### src/rtl/conv_maxpool.sv
// conv_maxpool: streaming 2x2 / stride-2 max pooling of the convolver's
// raster-order output. It applies optional ReLU, pairs horizontally through a
// hold register, and pairs vertically through a line buffer of
// floor(M/2) partial maxima. Pooled samples come out in raster order.
module conv_maxpool #(
  parameter int M    = 8,   // feature-map width and height, >= 2
  parameter int N    = 16,  // signed sample width
  parameter int Q    = 12,  // fractional bits; max() is scale-independent
  parameter int RELU = 1    // 1: clamp negatives to zero before pooling
) (
  input  logic         clk,
  input  logic         global_rst_n,
  input  logic         ce,
  input  logic [N-1:0] conv_in,
  input  logic         valid_in,
  output logic [N-1:0] pool_op,
  output logic         valid_op,
  output logic         end_op
);

  // Pooled map size and the extent of the even-aligned window region.
  localparam int P   = M / 2;
  localparam int WIN = 2 * P;
  localparam int CW  = (M > 1) ? $clog2(M) : 1;
  localparam int LW  = (P > 1) ? $clog2(P) : 1;

  localparam logic [CW-1:0] LAST_IDX = CW'(M - 1);
  localparam logic [CW-1:0] WIN_LAST = CW'(WIN - 1);

  // Reject configurations the datapath cannot represent.
  if (M < 2 || Q >= N) begin : g_cfg_check
    $error("conv_maxpool: need M >= 2 and Q < N");
  end

  // Signed maximum; on a tie either operand is the same value.
  function automatic logic signed [N-1:0] smax(input logic signed [N-1:0] a,
                                               input logic signed [N-1:0] b);
    return (a > b) ? a : b;
  endfunction

  // ---------------------------------------------------------------------------
  // State
  // ---------------------------------------------------------------------------
  logic [CW-1:0]         col_q, col_d;
  logic [CW-1:0]         row_q, row_d;
  logic signed [N-1:0]   h_q, h_d;
  logic signed [N-1:0]   pool_q, pool_d;
  logic                  valid_q, valid_d;
  logic                  end_q, end_d;
  logic signed [N-1:0]   lbuf_q [P];

  // ---------------------------------------------------------------------------
  // Datapath terms
  // ---------------------------------------------------------------------------
  logic                  accept;
  logic                  in_window;
  logic signed [N-1:0]   x;
  logic signed [N-1:0]   pair;
  logic signed [N-1:0]   lbuf_rd;
  logic [LW-1:0]         lidx;
  logic                  lbuf_we;

  assign accept    = ce && valid_in;
  // Trailing column/row of an odd-sized map never forms a complete window.
  assign in_window = (int'(col_q) < WIN) && (int'(row_q) < WIN);
  assign x         = ((RELU != 0) && conv_in[N-1]) ? '0 : $signed(conv_in);
  assign pair      = smax(h_q, x);
  // Window column index: one line-buffer slot per pooled output column.
  assign lidx      = LW'(col_q >> 1);
  assign lbuf_rd   = lbuf_q[lidx];

  // Next-state logic for counters, hold register, pooled output and pulses.
  always_comb begin
    // NOTE: every variable gets a default first so no path infers a latch.
    col_d   = col_q;
    row_d   = row_q;
    h_d     = h_q;
    pool_d  = pool_q;
    valid_d = 1'b0;
    end_d   = 1'b0;
    lbuf_we = 1'b0;

    if (accept) begin
      if (col_q == LAST_IDX) begin
        col_d = '0;
        row_d = (row_q == LAST_IDX) ? '0 : row_q + CW'(1);
      end else begin
        col_d = col_q + CW'(1);
      end

      if (in_window) begin
        if (!col_q[0]) begin
          h_d = x;
        end else if (!row_q[0]) begin
          lbuf_we = 1'b1;
        end else begin
          pool_d  = smax(lbuf_rd, pair);
          valid_d = 1'b1;
          end_d   = (col_q == WIN_LAST) && (row_q == WIN_LAST);
        end
      end
    end
  end

  // Control and output registers; pulses drop on any edge without an output.
  always_ff @(posedge clk or negedge global_rst_n) begin
    // NOTE: sequential state uses non-blocking assignments only.
    if (!global_rst_n) begin
      col_q   <= '0;
      row_q   <= '0;
      h_q     <= '0;
      pool_q  <= '0;
      valid_q <= 1'b0;
      end_q   <= 1'b0;
    end else begin
      col_q   <= col_d;
      row_q   <= row_d;
      h_q     <= h_d;
      pool_q  <= pool_d;
      valid_q <= valid_d;
      end_q   <= end_d;
    end
  end

  // Line buffer of even-row pair maxima, one entry per pooled column.
  always_ff @(posedge clk or negedge global_rst_n) begin
    // NOTE: the buffer is small and register-based, so it is reset to a known
    // zero state; it is never cleared between frames because each entry is
    // rewritten in an even row before the odd row reads it.
    if (!global_rst_n) begin
      for (int i = 0; i < P; i++) begin
        lbuf_q[i] <= '0;
      end
    end else if (lbuf_we) begin
      lbuf_q[lidx] <= pair;
    end
  end

  assign pool_op  = pool_q;
  assign valid_op = valid_q;
  assign end_op   = end_q;

endmodule

### config.mk
export PLATFORM = sky130hd
export DESIGN_NAME = conv_maxpool
export DESIGN_NICKNAME = d
export VERILOG_FILES = /design/src/rtl/conv_maxpool.sv
export SDC_FILE = /design/constraint.sdc
export NUM_CORES = 1
export LEC_CHECK = 0
export CORE_MARGIN = 5
export CORE_UTILIZATION = 45
export CTS_BUF_LIST = sky130_fd_sc_hd__clkbuf_2
export CTS_CLUSTER_SIZE = 8
export DETAILED_ROUTE_END_ITERATION = 7
export HOLD_SLACK_MARGIN = 0.05
export PLACE_DENSITY_LB_ADDON = 0.15
export SYNTH_ARGS = -nofsm -noshare
export SYNTH_HDL_FRONTEND = slang
export SYNTH_SLANG_ARGS = --single-unit
### constraint.sdc
create_clock -name clk -period 5.9 [get_ports clk]
set_clock_uncertainty 0.05 [all_clocks]
set_input_delay 1.18 -clock clk [delete_from_list [all_inputs] [get_ports clk]]
set_output_delay 1.18 -clock clk [all_outputs]
set_load 0.01 [all_outputs]
# Yosys cells after proc, flatten, opt, wreduce, memory -nomap -nowiden
# Index checks and enable logic that the tools add are counted.
dict set report word_totals {
  wordCells 46
  rom_bits 0
  latchBits 0
  n_memories 0
  inputBits 20
  reg_bits 104
  output_inout_bits 18
  ramBits 0
}
dict set report classes {
  reduce_logical 6
  n_eq_ne 2
  n_mul 0
  n_bitwise 2
  muxes 20
  div 0
  n_addsub 2
  n_lt_le_gt_ge 4
  n_shift 0
}
# cell count
set ops {}
lappend ops {{$mux 16} 5}
lappend ops {{$bwmux 64} 1}
lappend ops {{$bmux 16 s2} 1}
lappend ops {{$demux 16 s2} 1}
lappend ops {{$gt 16x16->1} 2}
lappend ops {{$mux 15} 1}
lappend ops {{$mux 1} 9}
lappend ops {{$add 3x1->3 const B} 2}
lappend ops {{$eq 3x3->1 const B} 2}
lappend ops {{$mux 3} 2}
lappend ops {{$reduce_and 2->1} 2}
lappend ops {{$ge 3x3->1 const B} 1}
lappend ops {{$logic_and 1x1->1} 3}
lappend ops {{$lt 3x1->1 const B} 1}
lappend ops {{$not 2->3} 1}
lappend ops {{$reduce_and 3->1} 1}
lappend ops {{$not 1->1} 1}

# Longest topological paths before layout
dict set report depth {
  ltp_word 6
  mapped_depth 18
}

# Worst setup path before layout
# OpenSTA, ideal clock, no wires.
dict set report synth_path {
  path_type {input port to flip-flop}
  from {in conv_in[15]}
  to {reg pool_q[10], in the netlist pool_op[10]}
  arrival_ns 4.782
  path_buffers 3
  setup_ns 0.087
  stages 17
  path_slack_ns 0.981
  cell_sequence {clkbuf_1 -> and2b_1 -> ha_1 -> nor2b_1 -> o211ai_1 -> a2111o_1 -> a31oi_4 -> buf_12 -> mux2_4 -> ha_1 -> a21oi_1 -> o21bai_1 -> o31a_1 -> a211o_1 -> a21o_1 -> buf_2 -> o211ai_1}
}
dict set report synth_between {
  elab_chain_cells 5
}
# element line
set synth_lines {}
lappend synth_lines {{start: declaration} 14} ;# input logic [N-1:0] conv_in,
lappend synth_lines {{$mux 15 (*)} 66} ;# assign x = ((RELU != 0) && conv_in[N-1]) ? '0 : $signed(conv_in);
lappend synth_lines {{net x[0]} 57} ;# logic signed [N-1:0] x;
lappend synth_lines {{$gt 16x16->1} 38} ;# return (a > b) ? a : b;
lappend synth_lines {{$mux 16 (*)} 38}
lappend synth_lines {{$gt 16x16->1} 38}
lappend synth_lines {{$mux 16 (*)} 38}
lappend synth_lines {{end signal: assignment} 119} ;# pool_q <= pool_d;
lappend synth_lines {{end: declaration} 47} ;# logic signed [N-1:0] pool_q, pool_d;
# The timed path passes the listed nets; every way through them passes the cells marked *.
# A chain may end at the register's enable or synchronous reset.

# Worst setup path after layout
dict set report layout_path {
  from {in conv_in[15]}
  to {reg pool_q[14], in the netlist pool_op[14]}
}
dict set report layout_between {
  elab_chain_cells 5
}
# element line
set layout_lines {}
lappend layout_lines {{$mux 15 (*)} 66}
lappend layout_lines {{$gt 16x16->1} 38}
lappend layout_lines {{$mux 16 (*)} 38}
lappend layout_lines {{$gt 16x16->1} 38}
lappend layout_lines {{$mux 16 (*)} 38}
# Mark *: on every way between the ends. The rest lies on a longest branch, timed or not.

==> out/metrics.yaml <==
run_status:
  run_status: "finished, final reports clean"
detailed_routing:
  finalWirelength_mm: 10.8
  highest-signal-layer: "met4"
  drt-initial-drc-count: 239
  post_drt_wl_per_cell_um: 16.0
  drtAntennaViolNets: 0
  drt-met1-wl_mm: 5.34
  wl_met2_mm: 4.76
  viasPerCell: 5.40
  drc: 0
  wl_met3_um: 470
  drt_pass1_iterations: 4
  route.vias.total: 3620
clock_network:
  cts_tree: "done"
  cts_resized: 0
  clkTransAtPathRegs_ns: 0.22
  cts_hold_buf: 0
  ctsRootBufferMaster: "clkbuf_2"
  clockBufferDepth: 2
  numCtsBuffers: 9
  clk_latency_ns: 0.54
  cts.sinks: 98
  ctsHtreeMaxLevel: 3
  post-cts-setup-buffers: 0
grt:
  grt_pass1_vias: 3655
  antenna_found_initial: 0
  grt_start_max_net_pins: 60
  grt_util_all_layers_pct: 17.8
  grt_pass1_wl_mm: 18.7
  gr-total-overflow: 0
critical_path:
  path_buf_inv: 3
  crit_fanout: 16
  cp_cell_sequence: "clkdlybuf4s50_1, nand2b_1, ha_1, nor2b_1, o211ai_1, a2111o_1, a31oi_4, buf_4, mux2_4, ha_1, a21oi_1, o21bai_1, o31a_1, a211o_1, buf_4, and4b_1, a211oi_1"
  r2r_slack_ns: 1.85
  path_delay_family: "compound AO/OA/AOI/OAI gates"
  cp-start-kind: "input pin"
  required_ns: 6.31
  slowest_stage: "clkdlybuf4s50_1"
  crit_arrival_ns: 5.49
  crit_path_max_incr_delay_ns: 0.58
  path_class: "in2reg"
  end_kind: "register"
finish:
  final_nets: 576
  post-route-util_pct: 50.8
  drive_gt1_share_pct: 14.8
  areaGrowthSynthToFinish_pct: 12.2
  antenna_cells: 0
yosys:
  synth_top_cell_by_area: "dfrtp_1"
  yosysMostFrequentCell: "dfrtp_1"
  synthArstFlopShare_pct: 100
  yosysUniqueCellTypes: 42
  synth_edf_count: 0
  synth.avg_cell_area_um2: 10.5
  syn-cell-area_um2: 5110
  yosys_register_bits: 98
  synth_commonest_cells: "dfrtp_1, a21oi_1, nor2_1"
  yosys-top-cells-area: "dfrtp_1, ha_1, mux4_2, a21oi_1, nor2_1"
  yosys_most_used_dff: "dfrtp_1"
  synth_top_area_share_pct: 48.0
  ys_warn_count: 0
  synth_fp_nets: 540
  ys_seq_area_share_pct: 48.0
  syn_inst: 486
placement:
  hpwl_mm: 7.83
  port_buffers: 36
  gp_congestion: 0.807
  dp_slack_ns: 0.213
timing:
  slew_viol_final: 0
  hold_viol: 0
  fmax_mhz: 197
  final.setup.worst_slack_ns: 0.820
  finalSetupViolCount: 0
  worstMarginPinSlew_ns: 1.12
  min_period_over_period_pct: 86.1
  setup_tns_ns: 0
  period_needed_ns: 5.08
  maxSlewHeadroom_pct: 25.1
  rsz0062_at_grt: "false"
power_and_ir_drop:
  powerDensity_nw_per_um2: 473
  vdd_drop_max_mv: 0.166
  p_leak_nw: 2.52
floorplanning:
  start_util_pct: 45.3
  dieArea_um2: 13600
  die_h_um: 117
  rows: 39
  fp.dieW_um: 117
  core_um2: 11300
  ios: 38
hold_path:
  hold_class: "reg2reg"
flow_run:
  cap_violations: 0
==> placed cells by master, fill, tap and decap left out, types with 12 or more instances in the layout <==
cell             synthesis  routed
a21oi_1                 55      55
buf_4                    1      17
clkbuf_2                 0      12
clkdlybuf4s50_1          0      35
dfrtp_1                 98      98
ha_1                    34      34
inv_1                   18      18
mux4_2                  15      15
nand2_1                 49      49
nand2b_1                14      14
nand4_1                 17      17
nor2_1                  52      52
o21ai_0                 28      28
==> layer usage <==
layer	vias to the layer above	global-route usage [%]
met5	-	0
met4	0	6.57
met3	14	2.44
met2	79	25.7
met1	1727	27.4
li1	1800	-
==> final timing paths <==
check | start | end | cells past startpoint
min reg2reg | lbuf_q[5]$_DFFE_PN0P_ | lbuf_q[5]$_DFFE_PN0P_ | 2
min in group asynchronous | global_rst_n | h_q[13]$_DFFE_PN0P_ | 1
min | lbuf_q[5]$_DFFE_PN0P_ | lbuf_q[5]$_DFFE_PN0P_ | 2
max | conv_in[15] | pool_op[14]$_DFFE_PN0P_ | 17
max reg2reg | h_q[1]$_DFFE_PN0P_ | pool_op[14]$_DFFE_PN0P_ | 15
max in group asynchronous | global_rst_n | lbuf_q[53]$_DFFE_PN0P_ | 2
==> worst min-delay path, stage by stage (launching register included) <==
cell and delay [ns]:
dfrtp_1 0.39, nand2_1 0.04, o21ai_0 0.06
==> flip-flops by register name, summed over array words and instances (netlist names) <==
| register | flops |
|---|---|
| pool_op | 15 |
| valid_op | 1 |
| col_q | 3 |
| h_q | 15 |
| lbuf_q | 60 |
| end_op | 1 |
| row_q | 3 |
==> stage by stage <==
stage | cells | power, W | cell area [um2] | hold WS, ns
after floorplan | 486 | 0.00206 | 5110 | 0.395
after global placement | 654 | 0.00243 | 5650 | 0.408
after detailed placement | 654 | 0.00247 | 5650 | 0.421
after CTS | 670 | 0.00274 | 5730 | 0.471
after global routing | 670 | 0.00298 | 5730 | 0.496
final | 670 | 0.00271 | 5730 | 0.466
==> logic make-up (layout without fill, tap and decap cells) <==
group	count (synthesis)	after routing	share of synthesized area, %
multiplexers	35	35	11.9
AND/OR/NAND/NOR	154	154	13.9
AO/OA/AOI/OAI	118	118	13.9
other	1	1	0.0734
adder cells (fa/ha/maj)	34	34	8.33
flip-flops	98	98	48.0
buffers and inverters	46	87	3.85
==> cell type report <==
class / count / area, um2
flip-flops and latches: 98 / 2450
clock inverters: 4 / 18.8
well taps: 143 / 179
inverters: 19 / 71.3
clock buffers: 12 / 60.1
fillers: 1053 / 5540
repair buffers: 52 / 478
multi-input cells: 342 / 2470
==> power by group <==
part	switching, W	internal (W)	leakage [nW]	total (W)
logic	0.000682	0.000660	1.21	0.00134
clock network	0.000208	0.0000576	0.0631	0.000265
registers	0.000186	0.000919	1.25	0.00110
total	0.00108	0.00164	2.52	0.00271
Note: power is estimated with default switching activity, not from simulation.
